## src/rtl/ej32_pkg.sv

```systemverilog
// Shared types and constants for the EJ32 three-requester memory arbiter.
package ej32_pkg;

    localparam int NREQ   = 3;
    localparam int REQ_BR = 0;
    localparam int REQ_LS = 1;
    localparam int REQ_IO = 2;

    typedef enum logic {
        IDLE,
        OWNED
    } arb_state_t;

    typedef logic [1:0] req_idx_t;

    // Requester index successor, wrapping 2 -> 0.
    function automatic req_idx_t next_idx(input req_idx_t i);
        return (i == req_idx_t'(NREQ - 1)) ? '0 : i + req_idx_t'(1);
    endfunction

endpackage

```

## src/rtl/ej32_mem_arb_if.sv

```systemverilog
// Requester and memory-side bus of the EJ32 arbiter; slave = arbiter, master = requesters + memory.
interface ej32_mem_arb_if
    import ej32_pkg::*;
#(
    parameter int ASZ = 17
);

    logic [NREQ-1:0]     req;
    logic [NREQ-1:0]     lock;
    logic [NREQ-1:0]     we;
    logic [NREQ*ASZ-1:0] addr_i;
    logic [NREQ*8-1:0]   wdata_i;
    logic [NREQ-1:0]     gnt;
    logic [ASZ-1:0]      mem_addr;
    logic                mem_we;
    logic [7:0]          mem_wdata;
    logic [7:0]          mem_rdata;
    logic [NREQ-1:0]     rvalid;
    logic [7:0]          rdata;

    modport slave (
        input  req, lock, we, addr_i, wdata_i, mem_rdata,
        output gnt, mem_addr, mem_we, mem_wdata, rvalid, rdata
    );

    modport master (
        output req, lock, we, addr_i, wdata_i, mem_rdata,
        input  gnt, mem_addr, mem_we, mem_wdata, rvalid, rdata
    );

endinterface

```

## src/rtl/ej32_arb_pick.sv

```systemverilog
// Combinational winner select: first requester at or after ptr (mod 3), skipping masked
// requesters unless nobody else is asking.
module ej32_arb_pick
    import ej32_pkg::*;
(
    input  logic [NREQ-1:0] req,
    input  logic [NREQ-1:0] mask,
    input  req_idx_t        ptr,
    output logic            valid,
    output req_idx_t        winner
);

    logic [NREQ-1:0] eff;
    req_idx_t        idx;

    // NOTE: every output of a combinational block gets a default before any branch, so no latch is inferred.
    always_comb begin
        eff    = ((req & ~mask) != '0) ? (req & ~mask) : req;
        valid  = 1'b0;
        winner = ptr;
        idx    = ptr;
        for (int k = 0; k < NREQ; k++) begin
            if (!valid && eff[idx]) begin
                valid  = 1'b1;
                winner = idx;
            end
            idx = next_idx(idx);
        end
    end

endmodule

```

## src/rtl/ej32_mem_arb.sv

```systemverilog
// EJ32 memory arbiter: BR/LS/IO share one single-port byte memory, with locked bursts capped at LOCK_MAX.
// Define EJ32_ARB_RR_EN for round-robin idle arbitration; default is fixed priority BR > LS > IO.
module ej32_mem_arb
    import ej32_pkg::*;
#(
    parameter int ASZ      = 17,
    parameter int LOCK_MAX = 4
) (
    input  logic           clk,
    input  logic           rst_n,
    ej32_mem_arb_if.slave  bus
);

    localparam int CW = $clog2(LOCK_MAX + 1);

    arb_state_t      state, state_nxt;
    req_idx_t        owner, owner_nxt;
    logic [CW-1:0]   beat_cnt, beat_nxt, beat_inc;
    logic [NREQ-1:0] gnt_raw, gnt, rvalid_q;
    logic [NREQ-1:0] mask;
    req_idx_t        ptr;
    logic            pick_valid;
    req_idx_t        pick_idx;

`ifdef EJ32_ARB_RR_EN
    req_idx_t rr_ptr;
    assign ptr  = rr_ptr;
    assign mask = '0;
`else
    logic [NREQ-1:0] mask_q;
    logic            forced;
    assign ptr  = '0;
    assign mask = mask_q;
    // Burst cut off by the beat cap while the owner still wants the bus.
    assign forced = (state == OWNED) && bus.req[owner] && bus.lock[owner]
                    && (beat_inc >= CW'(LOCK_MAX));
`endif

    ej32_arb_pick u_pick (
        .req    (bus.req),
        .mask   (mask),
        .ptr    (ptr),
        .valid  (pick_valid),
        .winner (pick_idx)
    );

    assign beat_inc = beat_cnt + CW'(1);

    always_comb begin
        state_nxt = state;
        owner_nxt = owner;
        beat_nxt  = beat_cnt;
        gnt_raw   = '0;
        case (state)
            IDLE: begin
                if (pick_valid) begin
                    gnt_raw[pick_idx] = 1'b1;
                    if (bus.lock[pick_idx]) begin
                        state_nxt = OWNED;
                        owner_nxt = pick_idx;
                        beat_nxt  = CW'(1);
                    end
                end
            end
            OWNED: begin
                if (!bus.req[owner]) begin
                    state_nxt = IDLE;
                    beat_nxt  = '0;
                end else begin
                    gnt_raw[owner] = 1'b1;
                    beat_nxt       = beat_inc;
                    if (!bus.lock[owner] || beat_inc >= CW'(LOCK_MAX)) begin
                        state_nxt = IDLE;
                        beat_nxt  = '0;
                    end
                end
            end
            default: state_nxt = IDLE;
        endcase
    end

    // Grant is forced off while reset is held, which also silences mem_we.
    assign gnt = rst_n ? gnt_raw : '0;

    always_comb begin
        bus.mem_addr  = '0;
        bus.mem_we    = 1'b0;
        bus.mem_wdata = '0;
        for (int i = 0; i < NREQ; i++) begin
            if (gnt[i]) begin
                bus.mem_addr  = bus.addr_i[i*ASZ +: ASZ];
                bus.mem_we    = bus.we[i];
                bus.mem_wdata = bus.wdata_i[i*8 +: 8];
            end
        end
    end

    // NOTE: state registers use non-blocking assignments so every flop samples pre-edge values.
    always_ff @(posedge clk or negedge rst_n) begin
        if (!rst_n) begin
            state    <= IDLE;
            owner    <= '0;
            beat_cnt <= '0;
            rvalid_q <= '0;
        end else begin
            state    <= state_nxt;
            owner    <= owner_nxt;
            beat_cnt <= beat_nxt;
            rvalid_q <= gnt & ~bus.we;
        end
    end

`ifdef EJ32_ARB_RR_EN
    always_ff @(posedge clk or negedge rst_n) begin
        if (!rst_n) begin
            rr_ptr <= '0;
        end else if (state == IDLE && pick_valid) begin
            rr_ptr <= next_idx(pick_idx);
        end else if (state == OWNED && state_nxt == IDLE) begin
            rr_ptr <= next_idx(owner);
        end
    end
`else
    // The mask lives for exactly one idle arbitration after a capped burst.
    always_ff @(posedge clk or negedge rst_n) begin
        if (!rst_n) begin
            mask_q <= '0;
        end else if (forced) begin
            mask_q <= NREQ'(1) << owner;
        end else if (state == IDLE) begin
            mask_q <= '0;
        end
    end
`endif

    assign bus.gnt    = gnt;
    assign bus.rvalid = rvalid_q;
    assign bus.rdata  = bus.mem_rdata;

endmodule

```

## src/flat_wrapper.sv

```systemverilog
// flat-port wrapper written by rule: the top's interface ports become plain ports
module ej32_mem_arb_flat import ej32_pkg::*;
#(
    parameter int ASZ      = 17,
    parameter int LOCK_MAX = 4
)
  (clk, rst_n, bus_req, bus_lock, bus_we, bus_addr_i, bus_wdata_i, bus_mem_rdata, bus_gnt, bus_mem_addr, bus_mem_we, bus_mem_wdata, bus_rvalid, bus_rdata);
  ej32_mem_arb_if #(.ASZ(ASZ)) bus_i ();
  input  logic clk;
  input  logic rst_n;
  input wire logic [$bits(bus_i.req)-1:0] bus_req;
  input wire logic [$bits(bus_i.lock)-1:0] bus_lock;
  input wire logic [$bits(bus_i.we)-1:0] bus_we;
  input wire logic [$bits(bus_i.addr_i)-1:0] bus_addr_i;
  input wire logic [$bits(bus_i.wdata_i)-1:0] bus_wdata_i;
  input wire logic [$bits(bus_i.mem_rdata)-1:0] bus_mem_rdata;
  output wire logic [$bits(bus_i.gnt)-1:0] bus_gnt;
  output wire logic [$bits(bus_i.mem_addr)-1:0] bus_mem_addr;
  output wire logic [$bits(bus_i.mem_we)-1:0] bus_mem_we;
  output wire logic [$bits(bus_i.mem_wdata)-1:0] bus_mem_wdata;
  output wire logic [$bits(bus_i.rvalid)-1:0] bus_rvalid;
  output wire logic [$bits(bus_i.rdata)-1:0] bus_rdata;
  assign bus_i.req = bus_req;
  assign bus_i.lock = bus_lock;
  assign bus_i.we = bus_we;
  assign bus_i.addr_i = bus_addr_i;
  assign bus_i.wdata_i = bus_wdata_i;
  assign bus_i.mem_rdata = bus_mem_rdata;
  assign bus_gnt = bus_i.gnt;
  assign bus_mem_addr = bus_i.mem_addr;
  assign bus_mem_we = bus_i.mem_we;
  assign bus_mem_wdata = bus_i.mem_wdata;
  assign bus_rvalid = bus_i.rvalid;
  assign bus_rdata = bus_i.rdata;
  ej32_mem_arb #(.ASZ(ASZ), .LOCK_MAX(LOCK_MAX)) u_core (.clk(clk), .rst_n(rst_n), .bus(bus_i));
endmodule
```

## config.mk

```make
export PLATFORM = sky130hd
export DESIGN_NAME = ej32_mem_arb_flat
export DESIGN_NICKNAME = d
export VERILOG_FILES = /design/src/rtl/ej32_pkg.sv /design/src/rtl/ej32_mem_arb_if.sv /design/src/rtl/ej32_arb_pick.sv /design/src/rtl/ej32_mem_arb.sv /design/src/flat_wrapper.sv
export SDC_FILE = /design/constraint.sdc
export NUM_CORES = 1
export LEC_CHECK = 0
export ABC_CLOCK_PERIOD_IN_PS = 2700
export CAP_MARGIN = 20
export CORE_MARGIN = 2
export CORE_UTILIZATION = 29
export CTS_CLUSTER_SIZE = 14
export DETAILED_ROUTE_END_ITERATION = 12
export PLACE_DENSITY = 0.92
export SLEW_MARGIN = 20
export SYNTH_ARGS = -nofsm -noshare
export SYNTH_HDL_FRONTEND = slang
export SYNTH_SLANG_ARGS = --single-unit
```

## constraint.sdc

```tcl
create_clock -name clk -period 2.7 [get_ports clk]
set_input_delay 0.54 -clock clk [delete_from_list [all_inputs] [get_ports clk]]
set_output_delay 0.54 -clock clk [all_outputs]
set_load 0.02 [all_outputs]
```

## Word-level counts from Yosys, hierarchy flattened

Cells that the tools add are included.

- Eq/ne operators: 3
- $lt $le $gt $ge: 5
- Reduce and logical (&&, ||, !) cells: 14
- Muxes and demuxes: 41
- Shifts and indexed selects: 1
- Add/subtract/negate cells: 1
- Bitwise operators: 5

Operator list:

| operator | count |
|---|---|
| 17-bit two-way mux | 3 |
| 3-bit two-way mux | 10 |
| 8-bit two-way mux | 3 |
| 1-bit two-way mux | 16 |
| 3-bit case mux with 2 select lines | 2 |
| 1-bit logical AND | 7 |
| 3-bit bitwise AND | 2 |
| 1-bit binary-select mux with 2-bit select | 3 |
| 2-bit by 3-bit less-than comparator with 1-bit output, second input constant | 2 |
| 3-bit inverter | 2 |
| 1-bit demux with 2-bit select | 2 |
| 2-bit by 1-bit greater-or-equal comparator with 1-bit output, second input constant | 2 |
| 2-bit by 1-bit != test with 1-bit output, second input constant | 2 |
| 3-bit by 1-bit adder with 3-bit output, second input constant | 1 |
| 3-bit greater-or-equal comparator, second input constant | 1 |
| 1-bit logical NOT | 3 |
| 3-bit AND reduction | 1 |
| 3-bit nonzero test | 1 |
| 1-bit by 2-bit left shift with 3-bit output, first input constant | 1 |
| 2-bit two-way mux | 1 |
| 2-bit != test, second input constant | 1 |
| 1-bit case mux with 2 select lines | 1 |
| 2-bit AND reduction | 1 |
| 1-bit logical OR | 1 |
| 1-bit inverter | 1 |

- Bits in registers: 12
- Word-level logic and storage cells: 75
- Input port bits: 94

## Longest topological paths before layout

Gate-level depths: netlist (run 1).

- Depth after elaboration: 21
- Gate-level depth with buffers: 8
- Depth with buffers taken out: 6

## Cells and area by module

From an unflattened synthesis (run 1), not the netlist that was laid out.

- Cells, all modules: 187
- Area, all modules: 1564.0 um^2

Modules (own cells, without submodules):

| module | instances | area each (um^2) | cells each |
|---|---|---|---|
| ej32_mem_arb | 1 | 1367.6 | 159 |
| ej32_arb_pick | 1 | 196.4 | 28 |

## Worst setup path before layout (run 1)

OpenSTA, ideal clock, no wires.

- Path kind: input port to output port
- Start point: input port bus_req[1]
- End point: output port bus_mem_addr[15]
- Stages: 8
- Setup slack: 250 ps
- Required time: 2160 ps
- Arrival time: 1910 ps
- Cell sequence: buf_6 -> inv_2 -> o221a_1 -> o311a_1 -> buf_6 -> buf_6 -> a222oi_1 -> inv_1

- Cells in the longest elaborated chain, start to end: 20
- Elaborated cells on any way between the ends: 26
- Those cells by class: 2 x order compare; 17 x mux; 1 x bitwise; 6 x reduce/logical

Ends and longest elaborated chain:

| item | RTL line | source |
|---|---|---|
| start: declaration | flat_wrapper.sv:11 | `input wire logic [$bits(bus_i.req)-1:0] bus_req;` |
| 3-bit bitwise AND | ej32_arb_pick.sv:18 | `eff = ((req & ~mask) != '0) ? (req & ~mask) : req;` |
| 3-bit nonzero test | ej32_arb_pick.sv:18 |  |
| 3-bit two-way mux | ej32_arb_pick.sv:18 |  |
| 1-bit two-way mux | ej32_arb_pick.sv:23 | `if (!valid && eff[idx]) begin` |
| 1-bit logical NOT | ej32_arb_pick.sv:23 |  |
| 1-bit logical AND | ej32_arb_pick.sv:23 |  |
| 1-bit two-way mux | ej32_arb_pick.sv:23 |  |
| 1-bit logical NOT | ej32_arb_pick.sv:23 |  |
| (+3 left out) | - |  |
| 1-bit logical AND (not written as such) | ej32_mem_arb.sv:57 | `gnt_raw[pick_idx] = 1'b1;` |
| 1-bit two-way mux (not written as such) | ej32_mem_arb.sv:57 |  |
| 1-bit demux with 2-bit select | - |  |
| 3-bit two-way mux | ej32_mem_arb.sv:56 | `if (pick_valid) begin` |
| 3-bit case mux with 2 select lines * | ej32_mem_arb.sv:54 | `case (state)` |
| 3-bit two-way mux * | ej32_mem_arb.sv:83 | `assign gnt = rst_n ? gnt_raw : '0;` |
| named net bus_gnt[0] | flat_wrapper.sv:17 | `output wire logic [$bits(bus_i.gnt)-1:0] bus_gnt;` |
| 17-bit two-way mux * (3 in a row) | ej32_mem_arb.sv:90 | `if (gnt[i]) begin` |
| end: declaration | flat_wrapper.sv:18 | `output wire logic [$bits(bus_i.mem_addr)-1:0] bus_mem_addr;` |

Mark *: on every way through the listed nets, which the timed path passes. The rest lies on a longest branch. The select of a mux whose other input is x is not followed.

## Worst setup path after layout (run 1)

- Start point: input port rst_n
- End point: output port bus_mem_addr[10]

- Cells in the longest elaborated chain, start to end: 4

Ends and longest elaborated chain:

| item | RTL line | source |
|---|---|---|
| start: declaration | flat_wrapper.sv:10 | `input logic rst_n;` |
| 3-bit two-way mux * | ej32_mem_arb.sv:83 |  |
| 17-bit two-way mux (2 in a row) | ej32_mem_arb.sv:90 |  |
| 17-bit two-way mux * | ej32_mem_arb.sv:90 |  |

Every way passes the cells marked *; elsewhere a longest branch is shown, timed or not.

==> key figures, run 1 <==
Floorplanning
  • Die Ht: 69.7 microns
  • Initial core utilization: 30.6%
  • Die X: 69.7 microns
  • Total core area: 4090 sq um
  • Area of the die: 4860 sq um
  • Ports: 134
  • Rows: 23

Layout
  • Final nets: 369
  • Area growth from synthesis to layout: 105%
  • Final Non-Filler Cells: about 320
  • Footprint of the multi-input gates: approximately 700 sq um
  • FF+latch area: 302 sq um
  • Layout cells sized above 1: 24.3%
  • Antenna diode count: 0
  • Filler cells: 359

Setup path
  • Worst setup SP type: input port
  • Worst stage delay on the critical path: 0.38 ns
  • Slowest CP cell: a222oi_1
  • CP required: approximately 2.2 ns
  • CP cell instances: dlygate4sd2_1, and3_4, a41o_4, buf_12, a222oi_1, inv_1, buf_4
  • CP arrival: 2.07 ns
  • R2R Setup Slk: 0.75 ns
  • Critical path capture point type: primary output
  • Crit path max fanout: 6
  • Crit Path Class: input port to primary output

Power
  • PwrDens: 438 nW/um^2
  • Sw Ratio: 38.7%
  • Clock network power share: about 14%
  • Logic pwr share: 65.2%
  • Sw power: 435 uW
  • Reg power frac: about a fifth
  • Peak supply drop: 0.355 mV
  • P_leak: ~1.3 nW
  • Internal cell power: 691 uW

Placed design
  • Dpl ws: -0.685 ns
  • Routability Congestion: 0.893
  • IO buf count: 117
  • Inst Count DP: 315
  • Post-detail-place hpwl: 3.99 mm

Timing
  • Relative slew slack: 68.5%
  • Fin. max-slew vios: 0
  • Fin crit period: roughly 2.6 ns
  • Period utilisation layout: between 90% and 100%
  • Unrepaired setup endpoints after global routing: false
  • Final Hold Viols: 0
  • Fmax: ~380 MHz
  • Slew at the pin closest to its max-slew limit: 0.466 ns
  • Final worst setup slack: 0.0866 ns
  • Setup Skew: ~0.0013 ns
  • Setup TNS: 0 ns
  • Setup Viol. Count Final: 0

Min path
  • HP Class: input port to async pin

Clock network
  • Htree depth: 1
  • # clock sinks: 12
  • Hold_buf cts: 0
  • Worst skew pair latency: 0.23 ns
  • Clock transition at path regs: 0.05 ns
  • CTS tree: yes
  • Root Driver: clkbuf_8
  • CTS buffer count: 3
  • CTS Buffer Depth: 2

Logic synthesis
  • Post-synthesis adder-cell area fraction: 0.999%
  • Synth warnings: 0
  • Synth area leaders: dfrtp_1 (24%), a222oi_1 (20%), inv_1 (8.7%)
  • Post-synth top area cell: dfrtp_1
  • Largest family of logic cells by synthesized area: compound AO/OA/AOI/OAI gates
  • Yosys top cell area share: 24.0%
  • Distinct cell type count after synthesis: 39
  • Synth Register Bits: 12
  • Xor and xnor area share after synthesis: less than 1%
  • Post-Syn Instances: 147
  • Synth Area in Compound Gates: 35.8%
  • Mapped Avg Cell Area: 8.52 sq um
  • Sequential element share of the synthesized area: 24.0%
  • Synth Area in Simple Gates: 15.3%
  • Post-synthesis mux area share: less than 1%
  • Mapped Area: 1250 sq um
  • Post-Synthesis Net Count: ~240

Job
  • Max_cap viols: 0

Routing
  • DRT Pass-1 Iters: 7
  • Final ANT Viol Nets: 0
  • Routed wire length: 5.33 mm
  • DR WL/cell: 16.5 microns
  • DR vias/cell: approximately 5.5
  • Residual DRC count: 0
  • 1st-iter DRT viols: 237
  • Via count: 1756

GRT
  • Vias in the first global route: 1755
  • First-pass GRT wire length: 8.43 mm
  • Largest net degree at the start of global routing: 15
  • Initial antenna violation count: 0
  • Grt total ovfl: 0
  • Total GRT Usage: a little over a fifth

Run status
  • Status: finished clean
==> power groups by stage <==
stage	Clock [mW]	Sequential [mW]	Combinational (mW)
final	0.156	0.236	0.735
after global placement	0	0.236	0.710
after floorplan	0	0.242	0.371
after global routing	0.172	0.240	0.787
after CTS	0.163	0.235	0.739
after detailed placement	0	0.238	0.726
==> layout make-up <==
type / count / area share, %
repair buffers: 141 / 52.5
multi-input cells: 85 / 27.2
flip-flops and latches: 12 / 11.7
inverters: 31 / 4.53
well taps: 50 / 2.43
clock buffers: 3 / 1.61
==> what timing repair did <==
action                     CTS  global route
setup buffers                2             1
hold endpoints to repair     0             0
setup endpoints to repair   29            20
cloned                       4             0
gates resized for setup    133            11
pin swaps                   23             7
==> metrics by stage <==
stage	area [sq um]	hold WS (ns)	utilization (%)	power [mW]
after CTS	2600	0.454	63.6	1.14
after detailed placement	2500	0.520	61.1	0.963
after floorplan	1250	0.244	-	0.612
final	2570	0.468	62.9	1.13
after global routing	2570	0.491	62.9	1.20
after global placement	2500	0.495	61.1	0.946
==> cells by family (layout without fill, tap and decap cells) <==
family          Yosys count  after routing
xor+xnor                  1              1
fa+ha+maj                 1              1
simple gates             34             34
mux                       1              1
compound gates           48             48
buf+inv                  50            175
flops                    12             12
==> worst paths after layout <==
path / startpoint / end / cells after the start
max: rst_n / bus_mem_addr[10] / 7
min: rst_n / u_core.owner[0]$_DFFE_PN0P_ / 2
max reg2reg: u_core.mask[2]$_DFFE_PN0P_ / u_core.beat_cnt[1]$_DFFE_PN0P_ / 6
min reg2reg: u_core.beat_cnt[1]$_DFFE_PN0P_ / u_core.beat_cnt[1]$_DFFE_PN0P_ / 1
max in group asynchronous: rst_n / u_core.state$_DFF_PN0_ / 2
min in group clk: u_core.beat_cnt[1]$_DFFE_PN0P_ / u_core.beat_cnt[1]$_DFFE_PN0P_ / 1
==> registers in the layout, indices dropped and copies added (netlist names) <==
name and flops:
u_core.owner 2, u_core.beat_cnt 3, u_core.state 1, u_core.mask 3, u_core.bus.rvalid 3
==> critical path: cells and delay by family <==
family	cells	cell delay [ns]
compound gates	2	0.66
buf+inv	4	0.69
simple gates	1	0.19
==> synth_stat cells <==
cell / instances
a21oi_1: 2
a221o_1: 2
a221oi_1: 1
a222oi_1: 25
a2bb2oi_2: 1
a31o_1: 1
a41o_1: 1
and2_1: 1
and3_1: 2
and3b_1: 2
and4bb_2: 1
buf_2: 2
buf_4: 8
buf_6: 8
clkbuf_1: 1
dfrtp_1: 12
ha_1: 1
inv_1: 29
inv_2: 2
mux2_2: 1
nand2_1: 6
nand2b_1: 2
nand3_1: 4
nand3b_1: 1
nand4_1: 1
nor2_1: 6
nor2b_1: 4
nor3_1: 3
o211a_1: 1
o21a_1: 1
o21ai_0: 5
o221a_1: 1
o221ai_1: 1
o311a_1: 1
o311ai_0: 1
o31ai_1: 3
o31ai_4: 1
or3_4: 1
xnor2_1: 1
==> routing by layer <==
| layer | up-vias | GRT usage [%] | part of all wire (%) |
|---|---|---|---|
| li1 | 813 | - | - |
| met1 | 824 | 25.0 | 38 |
| met2 | 113 | 39.2 | 52 |
| met3 | 6 | 3.78 | 9.6 |
| met4 | 0 | 4.70 | 0.79 |
| met5 | - | 0 | 0 |
==> layout by cell type, fill, tap and decap left out, types with 2 or more instances in the layout <==
master and n:
o21ai_0 5, and3b_1 2, dfrtp_1 11, nor3_1 3
inv_1 29, nand2b_1 2, nand3_1 4, nor2b_1 4
a222oi_1 25, clkdlybuf4s50_1 84, buf_12 2, nand2_1 6
inv_2 2, a221o_1 2, a21oi_1 2, o31ai_1 3
dlygate4sd2_1 5, buf_16 3, nor2_1 6, clkbuf_8 3
buf_6 9, buf_2 17, buf_4 20
No activity file was read; power rests on OpenSTA's default activity.
==> run 2: changes to the inputs <==
--- a/config.mk
+++ b/config.mk
@@ -5,13 +5,13 @@
 export SDC_FILE = /design/constraint.sdc
 export NUM_CORES = 1
 export LEC_CHECK = 0
-export ABC_CLOCK_PERIOD_IN_PS = 2700
+export ABC_CLOCK_PERIOD_IN_PS = 2200
 export CAP_MARGIN = 20
 export CORE_MARGIN = 2
-export CORE_UTILIZATION = 29
+export CORE_UTILIZATION = 26
 export CTS_CLUSTER_SIZE = 14
 export DETAILED_ROUTE_END_ITERATION = 12
-export PLACE_DENSITY = 0.92
+export PLACE_DENSITY = 0.88
 export SLEW_MARGIN = 20
 export SYNTH_ARGS = -nofsm -noshare
 export SYNTH_HDL_FRONTEND = slang
==> constraint.sdc (replaced) <==
create_clock -name clk -period 2.2 [get_ports clk]
set_input_delay 0.44 -clock clk [delete_from_list [all_inputs] [get_ports clk]]
set_output_delay 0.44 -clock clk [all_outputs]
set_load 0.02 [all_outputs]
==> run 2 against run 1 <==
- the flow now finishes with violations (setup timing)
- critical path depth is 1 higher
- global-route usage down 2.6 points
- sequential cell count unchanged
- register-to-register slack got worse by 0.53 ns
- setup slack lost 0.40 ns
- sequential power is 22% higher
- hold slack worse by 0.13 ns
- design area up 5.2%
- largest cell class unchanged
- sequential share of layout area down 0.53 points
==> key figures, run 2 (synthesis gave the netlist of run 1 again) <==
Setup path
  • Crit Path Class: register to primary output
  • Slowest CP cell: dfrtp_1
  • Critical path capture point type: primary output
  • Critical path's top delay family: compound AO/OA/AOI/OAI gates
  • Worst stage delay on the critical path: 0.37 ns
  • Worst setup SP type: register
  • WP buf/inv: 4
  • CP required: between 1.5 and 2 ns
  • Crit path max fanout: 7
  • CP cell instances: and3b_1, and3_1, a41o_4, buf_12, buf_16, a222oi_1, inv_1, buf_6
  • CP arrival: 2.07 ns

Floorplanning
  • Rows: 25
  • Die X: roughly 73 microns
  • Die Ht: 73.4 microns
  • Total core area: between 4000 and 5000 sq um
  • Ports: roughly 130
  • Area of the die: about 5400 sq um
  • Initial core utilization: about a quarter

Layout
  • Final nets: 377
  • Filler cells: 404
  • Footprint of the multi-input gates: approximately 730 sq um
  • Final Instance Area: between 2000 and 3000 sq um
  • Area growth from synthesis to layout: 116%
  • FF+latch area: around 300 sq um
  • Final Non-Filler Cells: 335
  • Layout cells sized above 1: 29.5%
  • Most frequent cells in the layout: clkdlybuf4s50_1 (84), inv_1 (29), a222oi_1 (25), buf_4 (24), buf_2 (20)
  • Most common cell after layout, fill and taps aside: clkdlybuf4s50_1
  • Antenna diode count: 0

Power
  • PwrDens: 543 nW/um^2
  • P_leak: ~1.3 nW
  • Peak supply drop: 0.231 mV

Clock network
  • Worst skew pair latency: 0.24 ns
  • Clock transition at path regs: 0.05 ns
  • CTS Buffer Depth: 2
  • Root Driver: clkbuf_8
  • # clock sinks: 12
  • Hold_buf cts: 0
  • CTS buffer count: 3
  • Htree depth: 1
  • CTS tree: yes

Routing
  • Via count: roughly 1800
  • Routed wire length: 5.33 mm
  • DR vias/cell: 5.22
  • 1st-iter DRT viols: 178
  • DR WL/cell: roughly 16 microns
  • Final ANT Viol Nets: 0
  • Residual DRC count: 0
  • DRT Pass-1 Iters: 7

Run status
  • Status: complete, but fails checks
  • Failing checks: setup timing

Placed design
  • Area after DPL: 2520 sq um
  • Routability Congestion: 0.814
  • Post-detail-place hpwl: 3.86 mm
  • IO buf count: 117
  • Inst Count DP: 321

Timing
  • Fin. max-slew vios: 0
  • Fmax: 398 MHz
  • Hold WS: 0.341 ns
  • Slew at the pin closest to its max-slew limit: 0.455 ns
  • Unrepaired setup endpoints after global routing: true
  • Setup TNS: -5.77 ns
  • Setup Viol. Count Final: 26
  • Fin crit period: 2.51 ns
  • Setup Skew: 0.00673 ns
  • Final Hold Viols: 0
  • Period utilisation layout: 114%
  • Final worst setup slack: -0.314 ns
  • Relative slew slack: 69.3%

GRT
  • Grt total ovfl: 0
  • Initial antenna violation count: 0
  • Largest net degree at the start of global routing: 29
  • Total GRT Usage: 18.5%
  • First-pass GRT wire length: 7.85 mm
  • Vias in the first global route: 1678

Min path
  • HP Class: input port to async pin

Job
  • Max_cap viols: 0
==> run 2: cell count changes in the layout (fill, tap and decap cells not counted), sizes merged <==
cell / change
buf: +12
dlygate4sd2: -3
==> run 2: through the flow <==
step / utilization (%) / total power, mW / setup WS (ns)
after CTS: 56.7 / 1.46 / -0.262
after global routing: 57.6 / 1.56 / -0.380
after floorplan: - / 0.750 / 0.000210
final: 57.6 / 1.47 / -0.314
after global placement: 53.7 / 1.18 / -0.900
after detailed placement: 53.7 / 1.20 / -0.950
==> run 2: area by class of cell <==
| type | instances | area share [%] |
|---|---|---|
| repair buffers | 149 | 53.0 |
| multi-input cells | 85 | 27.0 |
| flip-flops and latches | 12 | 11.2 |
| inverters | 31 | 4.31 |
| well taps | 54 | 2.50 |
| clock buffers | 4 | 2.04 |
==> run 2: routing by layer <==
layer	track usage (%)	up-vias	routed length [microns]	part of all wire [%]
li1	-	832	-	-
met1	24.3	819	2210	42
met2	30.5	87	2590	49
met3	2.74	12	418	7.8
met4	6.87	0	111	2.1
met5	0	-	0	0
==> run 2: repair_timing <==
item,4_1_cts,5_1_grt
gates resized for setup,156,10
pin swaps,28,12
gates cloned,4,0
endpoints found under the setup margin,29,28
buffers inserted,5,1
==> run 2: path summary, 6_finish.rpt <==
kind                            slack [ns]  depth (start not counted)                             end                           start
worst min-delay path                  0.34                          2      u_core.mask[1]$_DFFE_PN0P_                           rst_n
worst min register to register        0.52                          1  u_core.beat_cnt[1]$_DFFE_PN0P_  u_core.beat_cnt[1]$_DFFE_PN0P_
max in group asynchronous             1.67                          2          u_core.state$_DFF_PN0_                           rst_n
worst max-delay path                 -0.31                          8                 bus_mem_addr[9]     u_core.owner[1]$_DFFE_PN0P_
min in group clk                      0.52                          1  u_core.beat_cnt[1]$_DFFE_PN0P_  u_core.beat_cnt[1]$_DFFE_PN0P_
worst max register to register        0.22                          6  u_core.beat_cnt[1]$_DFFE_PN0P_      u_core.mask[1]$_DFFE_PN0P_
==> run 2: report_power, final <==
part           switching, mW  internal [mW]
registers             0.0281          0.260
logic                  0.440          0.503
clock network         0.0791          0.158
total                  0.548          0.921
==> run 3: changes to the inputs <==
--- a/config.mk
+++ b/config.mk
@@ -12,6 +12,7 @@
 export CTS_CLUSTER_SIZE = 14
 export DETAILED_ROUTE_END_ITERATION = 12
 export PLACE_DENSITY = 0.88
+export SKIP_LAST_GASP = 1
 export SLEW_MARGIN = 20
 export SYNTH_ARGS = -nofsm -noshare
 export SYNTH_HDL_FRONTEND = slang
==> run 3 against run 2 <==
- highest routed layer unchanged
- design area grew 1.4%
- sequential cell count is the same
- clock power is essentially flat
- clock skew is essentially flat
- the run still ends with setup timing left
==> key figures, run 3 (synthesis gave the netlist of run 1 again) <==
Run status
  • Status: complete, but fails checks
  • Failing checks: setup timing

Setup path
  • Crit Path Class: register to primary output
  • Slowest CP cell: dfrtp_1
  • CP cell instances: and3b_1, and3_1, a41o_4, buf_12, buf_16, a222oi_1, inv_1, buf_6
  • CP required: approximately 1.8 ns
  • Worst setup SP type: register
  • Crit path max fanout: 7
  • Critical path capture point type: primary output
  • Worst stage delay on the critical path: ~0.37 ns
  • CP arrival: between 2 and 2.5 ns

Routing
  • Routed wire length: around 5.6 mm
  • Final ANT Viol Nets: 0
  • Residual DRC count: 0
  • 1st-iter DRT viols: roughly 190
  • DRT Pass-1 Iters: 6
  • DR WL/cell: 16.6 microns
  • DR vias/cell: 5.33
  • Via count: 1800

Clock network
  • CTS Buffer Depth: 2
  • Worst skew pair latency: between 0.2 and 0.25 ns
  • CTS buffer count: 3
  • Htree depth: 1
  • Clock transition at path regs: 0.05 ns
  • CTS tree: yes
  • Root Driver: clkbuf_8
  • # clock sinks: 12

Power
  • P_leak: between 1 and 1.5 nW
  • Logic pwr share: 64.9%
  • Internal cell power: 938 uW
  • Sw power: roughly 560 uW
  • Tot Pwr: about 1.5 mW
  • Sw Ratio: 37.4%
  • Peak supply drop: roughly 0.23 mV
  • Reg power frac: 19.3%
  • Clock network power share: between 10% and 20%
  • PwrDens: 547 nW/um^2

Placed design
  • Dpl ws: -0.950 ns
  • Routability Congestion: 0.814
  • Inst Count DP: 321
  • Post-detail-place hpwl: 3.86 mm
  • IO buf count: around 120
  • Area after DPL: 2520 sq um

Min path
  • HP Class: input port to async pin

Layout
  • Layout cells sized above 1: ~30%
  • Filler cells: 406
  • Antenna diode count: 0
  • Final Non-Filler Cells: 338
  • Most common cell after layout, fill and taps aside: clkdlybuf4s50_1
  • Final Core Density: 58.4%
  • Final Instance Area: 2740 sq um
  • Final nets: 380
  • Most frequent cells in the layout: clkdlybuf4s50_1 (84), inv_1 (29), buf_4 (26), a222oi_1 (25), buf_2 (20)
  • Area growth from synthesis to layout: 119%

GRT
  • Vias in the first global route: 1678
  • Largest net degree at the start of global routing: 29
  • Total GRT Usage: a little under a fifth
  • First-pass GRT wire length: 7.85 mm
  • Initial antenna violation count: 0
  • Grt total ovfl: 0

Timing
  • Setup Viol. Count Final: 27
  • Final worst setup slack: -0.317 ns
  • Setup TNS: -6.60 ns
  • Relative slew slack: a little under 70%
  • Final Hold Viols: 0
  • Fin crit period: 2.52 ns
  • Fmax: 397 MHz
  • Slew at the pin closest to its max-slew limit: around 0.45 ns
  • Period utilisation layout: 114%
  • Hold WS: 0.342 ns
  • Fin. max-slew vios: 0
  • Unrepaired setup endpoints after global routing: true
  • Setup Skew: a little under 0.007 ns

Floorplanning
  • Die Ht: 73.4 microns
  • Total core area: 4690 sq um
  • Area of the die: 5390 sq um
  • Die X: 73.4 microns
  • Initial core utilization: 26.7%
  • Ports: 134
  • Rows: 25

Job
  • Max_cap viols: 0
## run 3: cell types whose count changed in the layout (fill, tap and decap cells not counted)
cell	delta
clkbuf_16	+1
dfrtp_1	+1
dfrtp_2	-1
buf_4	+2
## run 3: worst max-delay path: cells and delay by family (launching register included)
kind | cells | cell delay, ns
simple gates | 2 | 0.32
buf+inv | 4 | 0.50
flops | 1 | 0.37
compound gates | 2 | 0.62
## run 3: final timing paths
path,cells after the start,endpoint,slack [ns],from
hold reg to reg,1,u_core.beat_cnt[1]$_DFFE_PN0P_,0.52,u_core.beat_cnt[1]$_DFFE_PN0P_
hold / removal,2,u_core.mask[1]$_DFFE_PN0P_,0.34,rst_n
setup / recovery,8,bus_mem_addr[9],-0.32,u_core.owner[1]$_DFFE_PN0P_
min in group clk,1,u_core.beat_cnt[1]$_DFFE_PN0P_,0.52,u_core.beat_cnt[1]$_DFFE_PN0P_
max in group asynchronous,2,u_core.state$_DFF_PN0_,1.67,rst_n
setup reg to reg,6,u_core.beat_cnt[1]$_DFFE_PN0P_,0.19,u_core.mask[1]$_DFFE_PN0P_
## run 3: timing repair
action	in CTS	in global routing
setup buffers	5	2
setup endpoints to repair	29	28
pin swaps	28	11
gates resized for setup	154	10
hold endpoints to repair	0	0
gates cloned	4	2
hold buffers	0	0
## run 3: layer usage
layer  wire length (microns)  vias up  track usage, %
li1                        -      837               -
met1                    2380      854            24.3
met2                    2700       95            30.5
met3                     421       14            2.74
met4                     125        0            6.87
met5                       0        -               0
## run 3: cell type report
class                   count  area (sq um)  area share [%]
inverters                  31           116            4.24
repair buffers            152          1470            53.7
well taps                  54          67.6            2.46
flip-flops and latches     12           302            11.0
clock buffers               4          55.1            2.01
multi-input cells          85           729            26.6
## run 3: power by group through the flow
| stage | Clock [mW] | Combinational, mW | Sequential [mW] |
|---|---|---|---|
| after floorplan | 0 | 0.454 | 0.296 |
| after global placement | 0 | 0.895 | 0.289 |
| after detailed placement | 0 | 0.913 | 0.290 |
| after CTS | 0.245 | 0.929 | 0.287 |
| after global routing | 0.257 | 1.04 | 0.293 |
| final | 0.238 | 0.972 | 0.289 |
==> patch (config.mk and constraints of run 3) <==
`LOCK_MAX` is set to 4 in 2 places; all go to 16.
--- a/src/rtl/ej32_mem_arb.sv
+++ b/src/rtl/ej32_mem_arb.sv
@@ -5,5 +5,5 @@
 #(
     parameter int ASZ      = 17,
-    parameter int LOCK_MAX = 4
+    parameter int LOCK_MAX = 16
 ) (
     input  logic           clk,
--- a/src/flat_wrapper.sv
+++ b/src/flat_wrapper.sv
@@ -3,5 +3,5 @@
 #(
     parameter int ASZ      = 17,
-    parameter int LOCK_MAX = 4
+    parameter int LOCK_MAX = 16
 )
   (clk, rst_n, bus_req, bus_lock, bus_we, bus_addr_i, bus_wdata_i, bus_mem_rdata, bus_gnt, bus_mem_addr, bus_mem_we, bus_mem_wdata, bus_rvalid, bus_rdata);
Function: changed (a bounded check fails within 10 cycles, from zero or initial values and one cycle with rst_n low).
==> patch against run 3 <==
- the run still ends with negative setup slack left
- count of clock-buffer cells in the layout is the same
- worst setup slack gained 0.091 ns
- cell area grew 3.1%
- core utilization shrank 2.3 points
- largest power group unchanged
- sequential cell count grew 2
- power shrank 10%
- largest cell class unchanged
- die area grew 7.0%
- global-route usage grew 1.3 points
- clock power grew 6%
- synthesized cell count grew 4.1%
- register-to-register slack lost 0.06 ns
- wire length grew 10%
- synthesized area grew 7.4%
==> patch: results (changes against run 3) <==
met1 usage - 24.4% (+0.084 points)
post-place setup slack - -0.877 ns (+0.0732 ns)
switching part of the total power - 36.3% (-1.2 points)
final clock skew - 0.00321 ns (-0.00355 ns)
maximum VDD drop - 0.000250 V (+8.1%)
sequential area share after synthesis - 26.0% (+2.1 points)
first-pass GRT wire length - 9.36 mm (+19%)
# setup viols final - 26 (-3.7%)
final setup margin - -0.225 ns (+0.0915 ns)
nets - 392 (+3.2%)
RR Endpoint - u_core.beat_cnt[3]$_DFFE_PN0P_
power density cells - 475 nW/um^2 (-13%)
failing checks - negative setup slack
worst reg2reg path depth - 9 (+3)
met3 Use GR - 3.45% (+0.71 points)
Iter 0 DRT Violations - 240 (+28%)
Post-DP HPWL - 4.47 mm (+16%)
Synth Area in XOR/XNOR - 0.651% (-0.048 points)
crit path to - bus_mem_addr[11]
Largest stage delay, worst path - 0.43 ns (+0.06 ns)
Met3 Routed Length - 500 um (+19%)
Slew headroom - 77.1% (+7.8 points)
routed len/inst - 16.9 um (+1.7%)
leakage power - 0.00141 uW (+3.9%)
top post-synthesis cells by count - inv_1 (29), a222oi_1 (25), dfrtp_1 (14), buf_4 (10)
status - finished with violations
Arr. time, crit path - 1.99 ns (-0.09 ns)
Total GRT Usage - 19.8% (+1.3 points)
patch: through the flow:
step | TNS (ns) | instances
3_5_place_dp | -24.87 | 352
4_1_cts | -4.75 | 362
3_3_place_gp | -23.90 | 352
6_report | -4.57 | 366
2_1_floorplan | 0 | 153
5_1_grt | -7.32 | 366
patch: cell families after synthesis:
logic type | count (synthesis)
and+or+nand+nor | 40
adders and majority gates | 1
muxes | 4
DFF | 14
buffers and inverters | 47
AOI/OAI and AO/OA | 46
xor gates and xnor gates | 1
patch: timing repair:
item,CTS,global route
endpoints found under the setup margin,33,29
cloned,4,3
buffers inserted,3,1
gates resized for setup,149,13
pin swaps,20,5
patch: layout make-up:
cell class                 count  area, um^2
timing repair buffer         155        1400
multi-input combinational     94         822
clock buffer                   4        55.1
tap                           70        87.6
inverter                      29         109
fill                         451        2210
sequential                    14         352
patch: worst register-to-register path: cells and delay by family, from the launching register on:
kind	cells	cell delay, ns
AOI/OAI and AO/OA	4	0.81
buffers and inverters	4	0.49
DFF	1	0.43
and+or+nand+nor	1	0.22
